File: src/rtl/tl_ul_slave_mem.sv
// tl_ul_slave_mem: TileLink-UL responder backed by a small register-array memory.
//   A channel (in):  a_valid, a_opcode, a_param, a_address, a_size, a_mask, a_data, a_source
//   A channel (out): a_ready
//   D channel (out): d_valid, d_opcode, d_param, d_size, d_source, d_sink, d_data, d_error
//   D channel (in):  d_ready
//   clk rising edge; rst asynchronous active-low.
//   One transaction in flight: IDLE accepts, WAIT counts latency, RESP holds the D beat.
module tl_ul_slave_mem #(
    parameter int TL_ADDR_WIDTH   = 64,
    parameter int TL_DATA_WIDTH   = 64,
    parameter int TL_STRB_WIDTH   = TL_DATA_WIDTH / 8,
    parameter int TL_SOURCE_WIDTH = 3,
    parameter int TL_SINK_WIDTH   = 3,
    parameter int TL_OPCODE_WIDTH = 3,
    parameter int TL_PARAM_WIDTH  = 3,
    parameter int TL_SIZE_WIDTH   = 8,
    parameter int MEM_DEPTH       = 16,
    parameter int RESP_LATENCY    = 1,
    parameter int SINK_ID         = 0
) (
    input  logic                       clk,
    input  logic                       rst,
    input  logic                       a_valid,
    output logic                       a_ready,
    input  logic [TL_OPCODE_WIDTH-1:0] a_opcode,
    input  logic [TL_PARAM_WIDTH-1:0]  a_param,
    input  logic [TL_ADDR_WIDTH-1:0]   a_address,
    input  logic [TL_SIZE_WIDTH-1:0]   a_size,
    input  logic [TL_STRB_WIDTH-1:0]   a_mask,
    input  logic [TL_DATA_WIDTH-1:0]   a_data,
    input  logic [TL_SOURCE_WIDTH-1:0] a_source,
    output logic                       d_valid,
    input  logic                       d_ready,
    output logic [TL_OPCODE_WIDTH-1:0] d_opcode,
    output logic [TL_PARAM_WIDTH-1:0]  d_param,
    output logic [TL_SIZE_WIDTH-1:0]   d_size,
    output logic [TL_SOURCE_WIDTH-1:0] d_source,
    output logic [TL_SINK_WIDTH-1:0]   d_sink,
    output logic [TL_DATA_WIDTH-1:0]   d_data,
    output logic                       d_error
);
    localparam int LW = $clog2(TL_STRB_WIDTH);
    localparam int IW = $clog2(MEM_DEPTH);
    localparam int CW = $clog2(RESP_LATENCY + 1);

    typedef enum logic [1:0] {IDLE, WAIT, RESP} state_t;

    state_t                       state_q;
    logic [CW-1:0]                cnt_q;
    logic [TL_DATA_WIDTH-1:0]     mem_q [MEM_DEPTH];
    logic                         a_ready_q;
    logic                         d_valid_q;
    logic [TL_OPCODE_WIDTH-1:0]   d_opcode_q;
    logic [TL_SIZE_WIDTH-1:0]     d_size_q;
    logic [TL_SOURCE_WIDTH-1:0]   d_source_q;
    logic [TL_DATA_WIDTH-1:0]     d_data_q;
    logic                         d_error_q;

    logic                         is_get, is_pf, is_pp, is_put;
    logic                         op_err, range_err, size_err, align_err, mask_err, err_d;
    logic [31:0]                  nbytes;
    logic [LW-1:0]                lo;
    logic [IW-1:0]                idx;
    logic [TL_STRB_WIDTH-1:0]     lane_mask;
    logic [TL_DATA_WIDTH-1:0]     rdata_d;
    logic                         unused_param;

    assign unused_param = ^a_param;

    // Request decode and error classification, evaluated on the A beat as presented.
    always_comb begin
        is_pf     = a_opcode == TL_OPCODE_WIDTH'(0);
        is_pp     = a_opcode == TL_OPCODE_WIDTH'(1);
        is_get    = a_opcode == TL_OPCODE_WIDTH'(4);
        is_put    = is_pf || is_pp;
        op_err    = !(is_put || is_get);
        lo        = a_address[LW-1:0];
        idx       = a_address[LW +: IW];
        range_err = |a_address[TL_ADDR_WIDTH-1:LW+IW];
        size_err  = a_size > TL_SIZE_WIDTH'(LW);
        nbytes    = size_err ? 32'd0 : 32'd1 << a_size;
        align_err = !size_err && ((32'(lo) & (nbytes - 32'd1)) != 32'd0);
        lane_mask = '0;
        for (int i = 0; i < TL_STRB_WIDTH; i++)
            lane_mask[i] = (32'(i) >= 32'(lo)) && (32'(i) < 32'(lo) + nbytes);
        mask_err  = (is_pf && a_mask != lane_mask) || (is_pp && |(a_mask & ~lane_mask));
        err_d     = op_err || range_err || size_err || align_err || mask_err;
        rdata_d   = (is_get && !err_d) ? mem_q[idx] : '0;
    end

    always_ff @(posedge clk or negedge rst) begin
        if (!rst) begin
            state_q    <= IDLE;
            cnt_q      <= '0;
            a_ready_q  <= 1'b1;
            d_valid_q  <= 1'b0;
            d_opcode_q <= '0;
            d_size_q   <= '0;
            d_source_q <= '0;
            d_data_q   <= '0;
            d_error_q  <= 1'b0;
            for (int i = 0; i < MEM_DEPTH; i++)
                mem_q[i] <= '0;
        end else begin
            case (state_q)
                IDLE: if (a_valid) begin
                    d_opcode_q <= is_get ? TL_OPCODE_WIDTH'(1) : TL_OPCODE_WIDTH'(0);
                    d_size_q   <= a_size;
                    d_source_q <= a_source;
                    d_error_q  <= err_d;
                    d_data_q   <= rdata_d;
                    a_ready_q  <= 1'b0;
                    // PutFullData passes only with a_mask equal to the lane mask, so a
                    // per-lane write covers both Put kinds.
                    if (is_put && !err_d)
                        for (int i = 0; i < TL_STRB_WIDTH; i++)
                            if (a_mask[i])
                                mem_q[idx][8*i +: 8] <= a_data[8*i +: 8];
                    if (RESP_LATENCY == 1) begin
                        state_q   <= RESP;
                        d_valid_q <= 1'b1;
                    end else begin
                        state_q <= WAIT;
                        cnt_q   <= CW'(RESP_LATENCY - 1);
                    end
                end
                WAIT: begin
                    cnt_q <= cnt_q - CW'(1);
                    if (cnt_q == CW'(1)) begin
                        state_q   <= RESP;
                        d_valid_q <= 1'b1;
                    end
                end
                RESP: if (d_ready) begin
                    state_q   <= IDLE;
                    d_valid_q <= 1'b0;
                    a_ready_q <= 1'b1;
                end
                default: state_q <= IDLE;
            endcase
        end
    end

    assign a_ready  = a_ready_q;
    assign d_valid  = d_valid_q;
    assign d_opcode = d_opcode_q;
    assign d_param  = '0;
    assign d_size   = d_size_q;
    assign d_source = d_source_q;
    assign d_sink   = TL_SINK_WIDTH'(SINK_ID);
    assign d_data   = d_data_q;
    assign d_error  = d_error_q;
endmodule

File: config.mk
export PLATFORM = sky130hd
export DESIGN_NAME = tl_ul_slave_mem
export DESIGN_NICKNAME = d
export VERILOG_FILES = /design/src/rtl/tl_ul_slave_mem.sv
export SDC_FILE = /design/constraint.sdc
export NUM_CORES = 2
export LEC_CHECK = 0
export BUFFER_PORTS_ARGS = -buffer_cell sky130_fd_sc_hd__buf_2
export CAP_MARGIN = 10
export CELL_PAD_IN_SITES_DETAIL_PLACEMENT = 0
export CELL_PAD_IN_SITES_GLOBAL_PLACEMENT = 1
export CORE_ASPECT_RATIO = 1.25
export CORE_MARGIN = 5
export CORE_UTILIZATION = 40
export CTS_CLUSTER_DIAMETER = 80
export DETAILED_ROUTE_END_ITERATION = 12
export PLACE_DENSITY = 0.66
export SYNTH_ARGS = -nofsm -noshare
export SYNTH_HDL_FRONTEND = slang
export SYNTH_SLANG_ARGS = --single-unit
File: constraint.sdc
create_clock -name clk -period 2.6 [get_ports clk]
set_input_delay 0.78 -clock clk [delete_from_list [all_inputs] [get_ports clk]]
set_output_delay 0.78 -clock clk [all_outputs]
set_load 0.01 [all_outputs]
==> flow_summary.yaml <==
timing:
  post-route-min-period_ps: 4470
  skew_ps: 23.9
  hold_viol: 0
  setup_ws_ps: -1870
  finalCritPeriodShare: 1.72
  finalMaxSlewViolations: 0
  rsz0062_at_grt: "yes"
  tns_ps: -1847070
  max_slew.worst_pin.slew_ps: 1160
  final-setup-viol-count: 1094
  max-slew-margin-rel: 0.228
  fmax_ghz: 0.224
floorplanning:
  coreArea_sq_um: 128000
  start_util: 0.401
  ios: 244
  std_cell_rows: 147
  chipWidth_um: 331
  die_y_um: 411
  die_area_sq_um: 136000
setup_path:
  slowest_delay_ps: 520
  arrival_ps: 5100
  crit_path_start_kind: "primary input"
  crit_buf_inv: 6
  crit_fanout: 8
  rr_startpoint: "d_valid"
  r2r_slack_ps: -490
  r2r_cells: 5
  critPathKind: "primary input to register"
  crit_family: "simple AND/OR/NAND/NOR gates"
  cp.depth: 21
  endpoint: "d_data[0]"
  worst_path_max_delay_cell: "or4_4"
  crit_required_ps: 3230
  endpoint_kind: "register"
  crit_top_cell: "buf_12"
  cp-startpoint: "a_size[4]"
  rr_endpoint: "d_data[9]"
  path_cells: "buf_6 -> nor4_4 -> nand2_1 -> or3_4 -> inv_2 -> ha_4 -> a21o_1 -> nand2_1 -> or4_4 -> a211oi_4 -> a211o_1 -> ha_2 -> nand4_1 -> nor2_2 -> o32ai_4 -> buf_12 -> buf_12 -> or4_4 -> buf_12 -> clkbuf_16 -> o31ai_1"
global_routing:
  gr-usage-met2: 0.333
  met3_usage: 0.0389
  grt_pass1_wl_um: 216000
  grt_pass1_vias: 33200
  grtUsageMet1: 0.299
  grt_use_total: 0.209
  antenna_found_initial: 10
  busiest_layer: "met2"
  grt_max_degree: 103
  grt_overflow: 0
synth:
  synth_area_per_cell_sq_um: 15.7
  synth_flop_cell: "dfrtp_1"
  ys_top_cells_by_area: "dfrtp_1, mux2_2, mux4_2"
  yosysWarnings: 0
  syn-cell-area_sq_um: 51400
  synth.distinct_cells: 53
  synth_seq_cells: 1103
  async_reset_ff_frac: 1.00
  synth_common_cells: "dfrtp_1, mux2_2, mux4_2, clkbuf_1, a22o_1"
  synth_area_leader_cell: "dfrtp_1"
  yosysTopAreaCellShare: 0.537
  ys_seq_area_frac: 0.537
  syn_inst: 3269
  synth.most_common_cell: "dfrtp_1"
  synth_edf_count: 0
power_and_ir_drop:
  powerDensity_nw_per_um2: 549
  ir_worst_vdd_v: 0.000577
  power.leakage_uw: 0.0313
detailed_routing:
  wl_um: 144000
  route.detailed.drc: 0
  ant_nets: 0
  vias: 31500
  via_per_inst: 5.57
  drtIter0Drc: 1908
  wire_per_inst_um: 25.5
  drt-pass1-iter-count: 5
cells_and_area:
  syn_to_final_growth_pct: 27.9
  finalInstanceArea_sq_um: 65700
  fin_util: 0.514
  final_nets: 4006
  drive_above_1_share: 0.607
clocking:
  clk_pin_slew_ps: 60
  clkSinkCount: 1103
  cts_buffer_depth: 3
  h-tree-depth: 3
  root_buffer: "clkbuf_16"
  insertion_delay_ps: 720
  cts_inserted_buffers: 111
  cts_tree: "done"
run:
  maxCapViolCount: 0
status:
  status: "complete, but fails checks"
  violations: "setup timing"
placement:
  portBuffers: 232
  hpwl_um: 93300
  pre_cts_ws_ps: -2850
  place_area_sq_um: 58200
  gp_congestion: 0.782
min_path:
  hold_path_class: "primary input to register"
## stage by stage
stage | power [uW] | instances | hold slack, ps
final | 36100 | 5644 | 241
after global routing | 37400 | 5639 | 225
after CTS | 36400 | 5587 | 178
after detailed placement | 19600 | 5272 | 457
after global placement | 19600 | 5272 | 456
after floorplan | 18300 | 3276 | 474
## worst min path at each step
stage | cells past startpoint | slack (ps) | endpoint | startpoint
4_1_cts | 3 | 180 | d_source[1] | a_source[1]
3_5_place_dp | 2 | 460 | d_size[1] | d_size[1]
5_1_grt | 3 | 220 | d_source[1] | a_source[1]
3_3_place_gp | 2 | 460 | d_data[2] | d_data[2]
2_1_floorplan | 1 | 470 | mem_q[120] | mem_q[120]
6_report | 3 | 240 | d_source[1] | a_source[1]
## state kept, by name, summed over array words and instances (netlist names)
signal	cells
d_size	8
d_error	1
d_source	3
d_opcode	1
d_valid	1
a_ready	1
mem_q	1024
d_data	64
## routing by layer
| metal | wire length, um | vias up |
|---|---|---|
| met5 | 41 | - |
| met4 | 2750 | 6 |
| met3 | 6840 | 169 |
| met2 | 68700 | 611 |
| met1 | 65700 | 17000 |
| li1 | - | 13600 |
## layout make-up
cell class | instances | area, sq um
clock buffer | 178 | 3500
timing repair buffer | 694 | 7500
sequential | 1103 | 27600
inverter | 8 | 30.0
fill | 10700 | 62300
antenna | 5 | 12.5
clock inverter | 26 | 298
tap | 1713 | 2140
multi-input combinational | 1917 | 24700
## logic make-up (layout without fill, tap and decap cells)
| logic type | Yosys count | in the layout | synth area share |
|---|---|---|---|
| xor+xnor | 2 | 2 | 0.000341 |
| other cells | 1 | 13 | 0.0000730 |
| buf+inv | 257 | 906 | 0.0204 |
| flops | 1103 | 1103 | 0.537 |
| mux | 1280 | 1280 | 0.337 |
| compound gates | 212 | 213 | 0.0344 |
| fa+ha+maj | 14 | 14 | 0.00355 |
| simple gates | 400 | 400 | 0.0677 |
## report_power, final
group	total, uW	internal (uW)	switching, uW
Sequential	17300	17200	42.7
Combinational	2190	699	1490
Clock	16600	9770	6870
## worst register-to-register path, stage by stage (launching register included)
cell and delay [ps]:
dfrtp_1 600, nand2b_4 260, buf_4 700, buf_4 990
nand2_1 340, o31ai_4 110
## what timing repair did
item / 4_1_cts / 5_1_grt
setup endpoints to repair: 1089 / 1089
buffers inserted: 108 / 46
hold buffers: 1 / 0
gates cloned: 3 / 11
endpoints found under the hold margin: 9 / 0
pin swaps: 92 / 105
gates resized for setup: 27 / 250
## cells in the final DEF (no fill, tap or decap), types with 20 or more instances in the layout
| cell type | instances |
|---|---|
| a22o_1 | 129 |
| buf_12 | 193 |
| buf_2 | 227 |
| buf_4 | 230 |
| clkbuf_1 | 24 |
| clkbuf_16 | 125 |
| clkbuf_8 | 39 |
| dfrtp_1 | 1102 |
| mux2_2 | 898 |
| mux2_4 | 126 |
| mux4_2 | 256 |
| nand2_1 | 114 |
| nor2_1 | 68 |
| nor4_1 | 20 |
| nor4_4 | 107 |
| o31ai_4 | 59 |
Note: power is estimated with default switching activity, not from simulation.
